==> config.mk <==
export PLATFORM = sky130hd
export DESIGN_NAME = ps2_drive_cmd_scheduler
export DESIGN_NICKNAME = d
export VERILOG_FILES = /design/src/rtl/ps2_drive_cmd_scheduler.sv
export SDC_FILE = /design/constraint.sdc
export NUM_CORES = 1
export LEC_CHECK = 0
export ABC_AREA = 1
export ABC_CLOCK_PERIOD_IN_PS = 2800
export BUFFER_PORTS_ARGS = -buffer_cell sky130_fd_sc_hd__buf_2
export CORE_MARGIN = 4
export CORE_UTILIZATION = 54
export CTS_CLUSTER_SIZE = 14
export DETAILED_ROUTE_END_ITERATION = 6
export PLACE_DENSITY = 0.9
export SLEW_MARGIN = 5
export SYNTH_ARGS = -nofsm -noshare
export SYNTH_HDL_FRONTEND = slang
export SYNTH_SLANG_ARGS = --single-unit
==> constraint.sdc <==
create_clock -name CLOCK_50 -period 2.8 [get_ports CLOCK_50]
set_input_delay 0.14 -clock CLOCK_50 [delete_from_list [all_inputs] [get_ports CLOCK_50]]
set_output_delay 0.14 -clock CLOCK_50 [all_outputs]
set_load 0.02 [all_outputs]
==> src/rtl/ps2_drive_cmd_scheduler.sv <==
// ps2_drive_cmd_scheduler: decodes PS/2 make/break/extended byte sequences into accel/steer drive commands.
// Optional silent-bus watchdog release is enabled by defining PS2_DRIVE_WATCHDOG_EN.
module ps2_drive_cmd_scheduler #(
    parameter logic [7:0] FWD_CODE   = 8'h75,
    parameter logic [7:0] BACK_CODE  = 8'h72,
    parameter logic [7:0] LEFT_CODE  = 8'h6B,
    parameter logic [7:0] RIGHT_CODE = 8'h74
`ifdef PS2_DRIVE_WATCHDOG_EN
    , parameter int TIMEOUT_CYCLES = 100_000_000
`endif
) (
    input  logic       CLOCK_50,
    input  logic       resetn,
    input  logic [7:0] ps2_byte,
    input  logic       ps2_byte_en,
    output logic [1:0] accel,
    output logic [1:0] steer,
    output logic [3:0] keys_held,
    output logic       cmd_valid,
    output logic       timeout_flag
);
    typedef enum logic [1:0] {IDLE, EXT, BRK, EXT_BRK} state_t;
    state_t state, state_n;
    logic [3:0] key, fresh, held_n;
    logic       make, brk, fire, win_a, win_s, win_a_n, win_s_n;
    logic [1:0] accel_n, steer_n;
    assign key = {ps2_byte == FWD_CODE, ps2_byte == BACK_CODE,
                  ps2_byte == LEFT_CODE, ps2_byte == RIGHT_CODE};
`ifdef PS2_DRIVE_WATCHDOG_EN
    logic [26:0] cnt;
    // Fires on the cycle the silent counter reaches the limit; only meaningful with a key held
    assign fire = !ps2_byte_en && cnt == 27'(TIMEOUT_CYCLES - 1) && |keys_held;
    always_ff @(posedge CLOCK_50 or negedge resetn) begin
        if (!resetn) begin
            cnt          <= '0;
            timeout_flag <= 1'b0;
        end else begin
            cnt          <= ps2_byte_en ? '0 : cnt == 27'(TIMEOUT_CYCLES) ? cnt : cnt + 27'd1;
            timeout_flag <= fire;
        end
    end
`else
    assign fire         = 1'b0;
    assign timeout_flag = 1'b0;
`endif
    always_comb begin
        make    = ps2_byte_en && |key && (state == IDLE || state == EXT);
        brk     = ps2_byte_en && |key && (state == BRK || state == EXT_BRK);
        state_n = !ps2_byte_en ? state :
                  state == IDLE ? (ps2_byte == 8'hE0 ? EXT : ps2_byte == 8'hF0 ? BRK : IDLE) :
                  state == EXT  ? (ps2_byte == 8'hF0 ? EXT_BRK : IDLE) : IDLE;
        state_n = fire ? IDLE : state_n;
        held_n  = fire ? 4'b0 : make ? keys_held | key : brk ? keys_held & ~key : keys_held;
        // Only a genuinely new press claims its axis; typematic repeats leave the winner alone
        fresh   = key & ~keys_held & {4{make}};
        win_a_n = fresh[3] ? 1'b1 : fresh[2] ? 1'b0 : win_a;
        win_s_n = fresh[1] ? 1'b1 : fresh[0] ? 1'b0 : win_s;
        accel_n = &held_n[3:2] ? (win_a_n ? 2'b10 : 2'b01) : held_n[3:2];
        steer_n = &held_n[1:0] ? (win_s_n ? 2'b10 : 2'b01) : held_n[1:0];
    end
    always_ff @(posedge CLOCK_50 or negedge resetn) begin
        if (!resetn) begin
            state     <= IDLE;
            keys_held <= 4'b0;
            win_a     <= 1'b0;
            win_s     <= 1'b0;
            accel     <= 2'b00;
            steer     <= 2'b00;
            cmd_valid <= 1'b0;
        end else begin
            state     <= state_n;
            keys_held <= held_n;
            win_a     <= win_a_n;
            win_s     <= win_s_n;
            accel     <= accel_n;
            steer     <= steer_n;
            cmd_valid <= {accel_n, steer_n} != {accel, steer};
        end
    end
endmodule

==> run_results.csv <==
group,metric,value,unit
outcome,status,"finished, final reports clean",
detailed_routing,detail_route.wirelength,1.691,mm
timing,timing.final.setup_violations,0,
layout,final-instance-count-excl-fill,149,
floorplan,fp.dieArea,2155,um2
clock_network,root_buffer,"sky130_fd_sc_hd__clkbuf_4",
detailed_routing,dr_total_vias,779,
detailed_routing,dr.pass1.iters,4,
global_route,antenna_found_initial,0,
hold_path,min_path_type,"in -> reg",
layout,nFillCells,120,
clock_network,cts_htree_levels,1,
power_and_ir_drop,pwr-share-seq,0.512,
power_and_ir_drop,power-per-cell-area,388.7,nW/um2
synthesis,register_area_share_after_synthesis,0.3768,
clock_network,num_cts_buffers,3,
worst_setup_path,crit_path_start_kind,"flip-flop",
power_and_ir_drop,power,361.8,uW
clock_network,tritoncts,"done",
power_and_ir_drop,total_leakage_power,0.5766,nW
hold_path,worst_hold_startpoint,"ps2_byte_en",
synthesis,yosysUniqueCellTypes,20,
global_route,globalRoute.totalOverflow,0,
layout,multi_input_area,405.4,um2
floorplan,core-area,1350,um2
synthesis,postSynthNetCount,124,
clock_network,post_cts_repair_setup_buffers,0,
global_route,grt_max_degree,13,
worst_setup_path,cp_data_arrival_time,1.67,ns
synthesis,number_of_enable_type_register_cells_in_the_synthesized_netlist,0,
synthesis,syn_area,797.0,um2
detailed_routing,route.antenna.remaining_nets,0,
layout,ff_latch_area,300.3,um2
worst_setup_path,critical_path.n_buffers_inverters,2,
power_and_ir_drop,comb_power_share,0.210,
worst_setup_path,worst_setup_path_start,"state[1]$_DFFE_PN0P_",
synthesis,average_footprint_of_a_synthesized_cell,7.053,um2
clock_network,clock_path_buffers,2,
layout,syn2layout_area_growth,16.80,%
global_route,grt_pass1_vias,680,
floorplan,die_h,46.42,um
worst_setup_path,cp_max_fo,6,
layout,mostFrequentLayoutCell,"sky130_fd_sc_hd__nand2_1",
power_and_ir_drop,p_int,255.5,uW
detailed_routing,routed_via_density,5.228,
synthesis,syn-instance-count,113,
power_and_ir_drop,vdd_ir_drop_max,0.0002887,V
detailed_routing,wl_per_cell,11.35,um
place,placement.io_buffers,19,
place,gp_congestion,0.7629,
clock_network,cts_repair_resize_count,0,
power_and_ir_drop,clockPowerShare,0.278,
global_route,grtUsageTotal,0.1798,
clock_network,cts_num_sinks,12,
synthesis,synth_warnings,0,
floorplan,floorplan.io_pins,21,
worst_setup_path,worstSetupPathType,"reg -> reg",
synthesis,ys_seq_elements,12,
flow_run,drv.max_cap_violation_count,0,
timing,grt_setup_unrepaired,"no",
floorplan,die_w,46.42,um
floorplan,initial_utilization,0.5904,
synthesis,synth_async_sr_flop_share,1.000,
global_route,global_route_wire_length_before_repair,2.642,mm
worst_setup_path,crit_chain,"inv_1 -> nand2_1 -> inv_1 -> nand4_1 -> nand2_1 -> nand2_1 -> nand3b_1 -> nand2_1 -> nor2_1 -> nand3_1",
worst_setup_path,critPathMaxStageDelay,0.38,ns
floorplan,num_rows,13,
worst_setup_path,cp.depth,10,
detailed_routing,route.detailed.drc,0,
layout,drive_gt1_frac,0.2687,
timing,achievable-frequency,654.4,MHz
timing,finalHoldViolations,0,
worst_setup_path,rr_worst_depth,10,
layout,diodes,0,
place,dp_cell_count,145,
worst_setup_path,endpoint,"cmd_valid$_DFF_PN0_",
layout,mostFrequentLayoutCells,"32 x sky130_fd_sc_hd__nand2_1, 19 x sky130_fd_sc_hd__inv_1, 19 x sky130_fd_sc_hd__buf_2",
timing,clock-skew-final,0.0009047,ns
timing,fin_tns_setup,0,ns
worst_setup_path,worst_r2r_endpoint,"cmd_valid$_DFF_PN0_",
place,dpl.hpwl,1.374,mm
worst_setup_path,cp_data_required_time,2.94,ns
clock_network,clkTransAtPathRegs,0.07,ns
synthesis,ys_dominant_reg_cell,"sky130_fd_sc_hd__dfrtp_1",
timing,min_period_over_period,0.5458,
worst_setup_path,worstReg2RegStart,"state[1]$_DFFE_PN0P_",
detailed_routing,initialDrtViolationCount,27,
worst_setup_path,critical-path-slowest-cell,"sky130_fd_sc_hd__dfrtp_1",
power_and_ir_drop,power.share.switching,0.2937,
worst_setup_path,critical-path-top-delay-family,"simple AND/OR/NAND/NOR gates",
worst_setup_path,endpoint_kind,"flip-flop",
worst_setup_path,timing.reg2reg.setup_slack,1.27,ns
layout,final_net_count,147,
worst_setup_path,most_frequent_cell_on_critical_path,"sky130_fd_sc_hd__nand2_1",
clock_network,worst_skew_pair.late_latency,0.27,ns
power_and_ir_drop,switchingPower,106.3,uW
timing,slew_violations,0,
timing,fin_crit,1.528,ns
-- power groups by stage --
| stage | Clock, mW | Sequential (mW) | Combinational (mW) |
|---|---|---|---|
| 4_1_cts | 0.108 | 0.185 | 0.0766 |
| 3_3_place_gp | 0 | 0.188 | 0.0719 |
| 3_5_place_dp | 0 | 0.189 | 0.0751 |
| 6_report | 0.101 | 0.185 | 0.0760 |
| 2_1_floorplan | 0 | 0.197 | 0.0414 |
| 5_1_grt | 0.113 | 0.186 | 0.0837 |
-- stage by stage --
stage	utilization	setup slack, ns	hold WS, ns	area (um2)
6_report	0.6895	1.272	0.1717	930.9
5_1_grt	0.6895	1.110	0.2011	930.9
2_1_floorplan	-	1.521	-0.1556	797.0
3_3_place_gp	0.6654	1.362	0.02101	898.4
3_5_place_dp	0.6654	1.298	0.03048	898.4
4_1_cts	0.6895	1.283	0.1596	930.9
-- synthesized netlist by cell type, types with 2 or more instances --
cell type	number	area share
sky130_fd_sc_hd__inv_2	2	0.0094
sky130_fd_sc_hd__o21ai_2	3	0.033
sky130_fd_sc_hd__dfrtp_1	12	0.38
sky130_fd_sc_hd__nand2_1	32	0.15
sky130_fd_sc_hd__nor2_4	2	0.028
sky130_fd_sc_hd__nand4_1	4	0.031
sky130_fd_sc_hd__nand3_1	10	0.063
sky130_fd_sc_hd__o21ai_1	2	0.013
sky130_fd_sc_hd__inv_1	19	0.089
sky130_fd_sc_hd__nand3b_1	3	0.028
sky130_fd_sc_hd__nor2_1	12	0.057
sky130_fd_sc_hd__nand3_2	2	0.025
sky130_fd_sc_hd__nand2_2	3	0.024
-- metal layers --
layer | track usage | wire length [um]
met1 | 0.1858 | 679
met2 | 0.3187 | 861
met3 | 0.03906 | 101
met4 | 0.1193 | 48
met5 | 0 | 0
-- flip-flops by register name (all words and copies together) (netlist names) --
signal and flops:
keys_held 4, cmd_valid 1, steer 2, win_a 1, accel 2, state 1, win_s 1
-- worst register-to-register path, stage by stage, from the launching register on --
cell and delay [ns]:
sky130_fd_sc_hd__dfrtp_1 0.38, sky130_fd_sc_hd__inv_1 0.17, sky130_fd_sc_hd__nand2_1 0.09, sky130_fd_sc_hd__inv_1 0.11, sky130_fd_sc_hd__nand4_1 0.15, sky130_fd_sc_hd__nand2_1 0.13, sky130_fd_sc_hd__nand2_1 0.05, sky130_fd_sc_hd__nand3b_1 0.08
sky130_fd_sc_hd__nand2_1 0.06, sky130_fd_sc_hd__nor2_1 0.09, sky130_fd_sc_hd__nand3_1 0.09
-- cell type report --
cell class,count,share of cell area
well taps,15,0.02016
flip-flops and latches,12,0.3226
repair buffers,20,0.1129
clock buffers,3,0.02419
multi-input cells,78,0.4355
inverters,21,0.08468
-- kinds of logic after synthesis --
family,count (synthesis),synth area share
compound gates,6,0.05181
flops,12,0.3768
simple gates,71,0.4521
other cells,1,0.004705
buf+inv,23,0.1146
-- worst min-delay path by stage --
stage | endpoint | cells past startpoint | slack (ns)
floorplan | accel[0]$_DFF_PN0_ | 0 | -0.16
global placement | keys_held[3]$_DFF_PN0_ | 1 | 0.02
detailed placement | keys_held[3]$_DFF_PN0_ | 1 | 0.03
CTS | state[1]$_DFFE_PN0P_ | 2 | 0.16
global route | state[1]$_DFFE_PN0P_ | 2 | 0.20
finish | state[1]$_DFFE_PN0P_ | 2 | 0.17
-- repair_timing --
item / in CTS / in global routing
endpoints found under the setup margin: 0 / 0
hold buffers: 1 / 0
endpoints found under the hold margin: 12 / 0
Note: power is estimated with default switching activity, not from simulation.
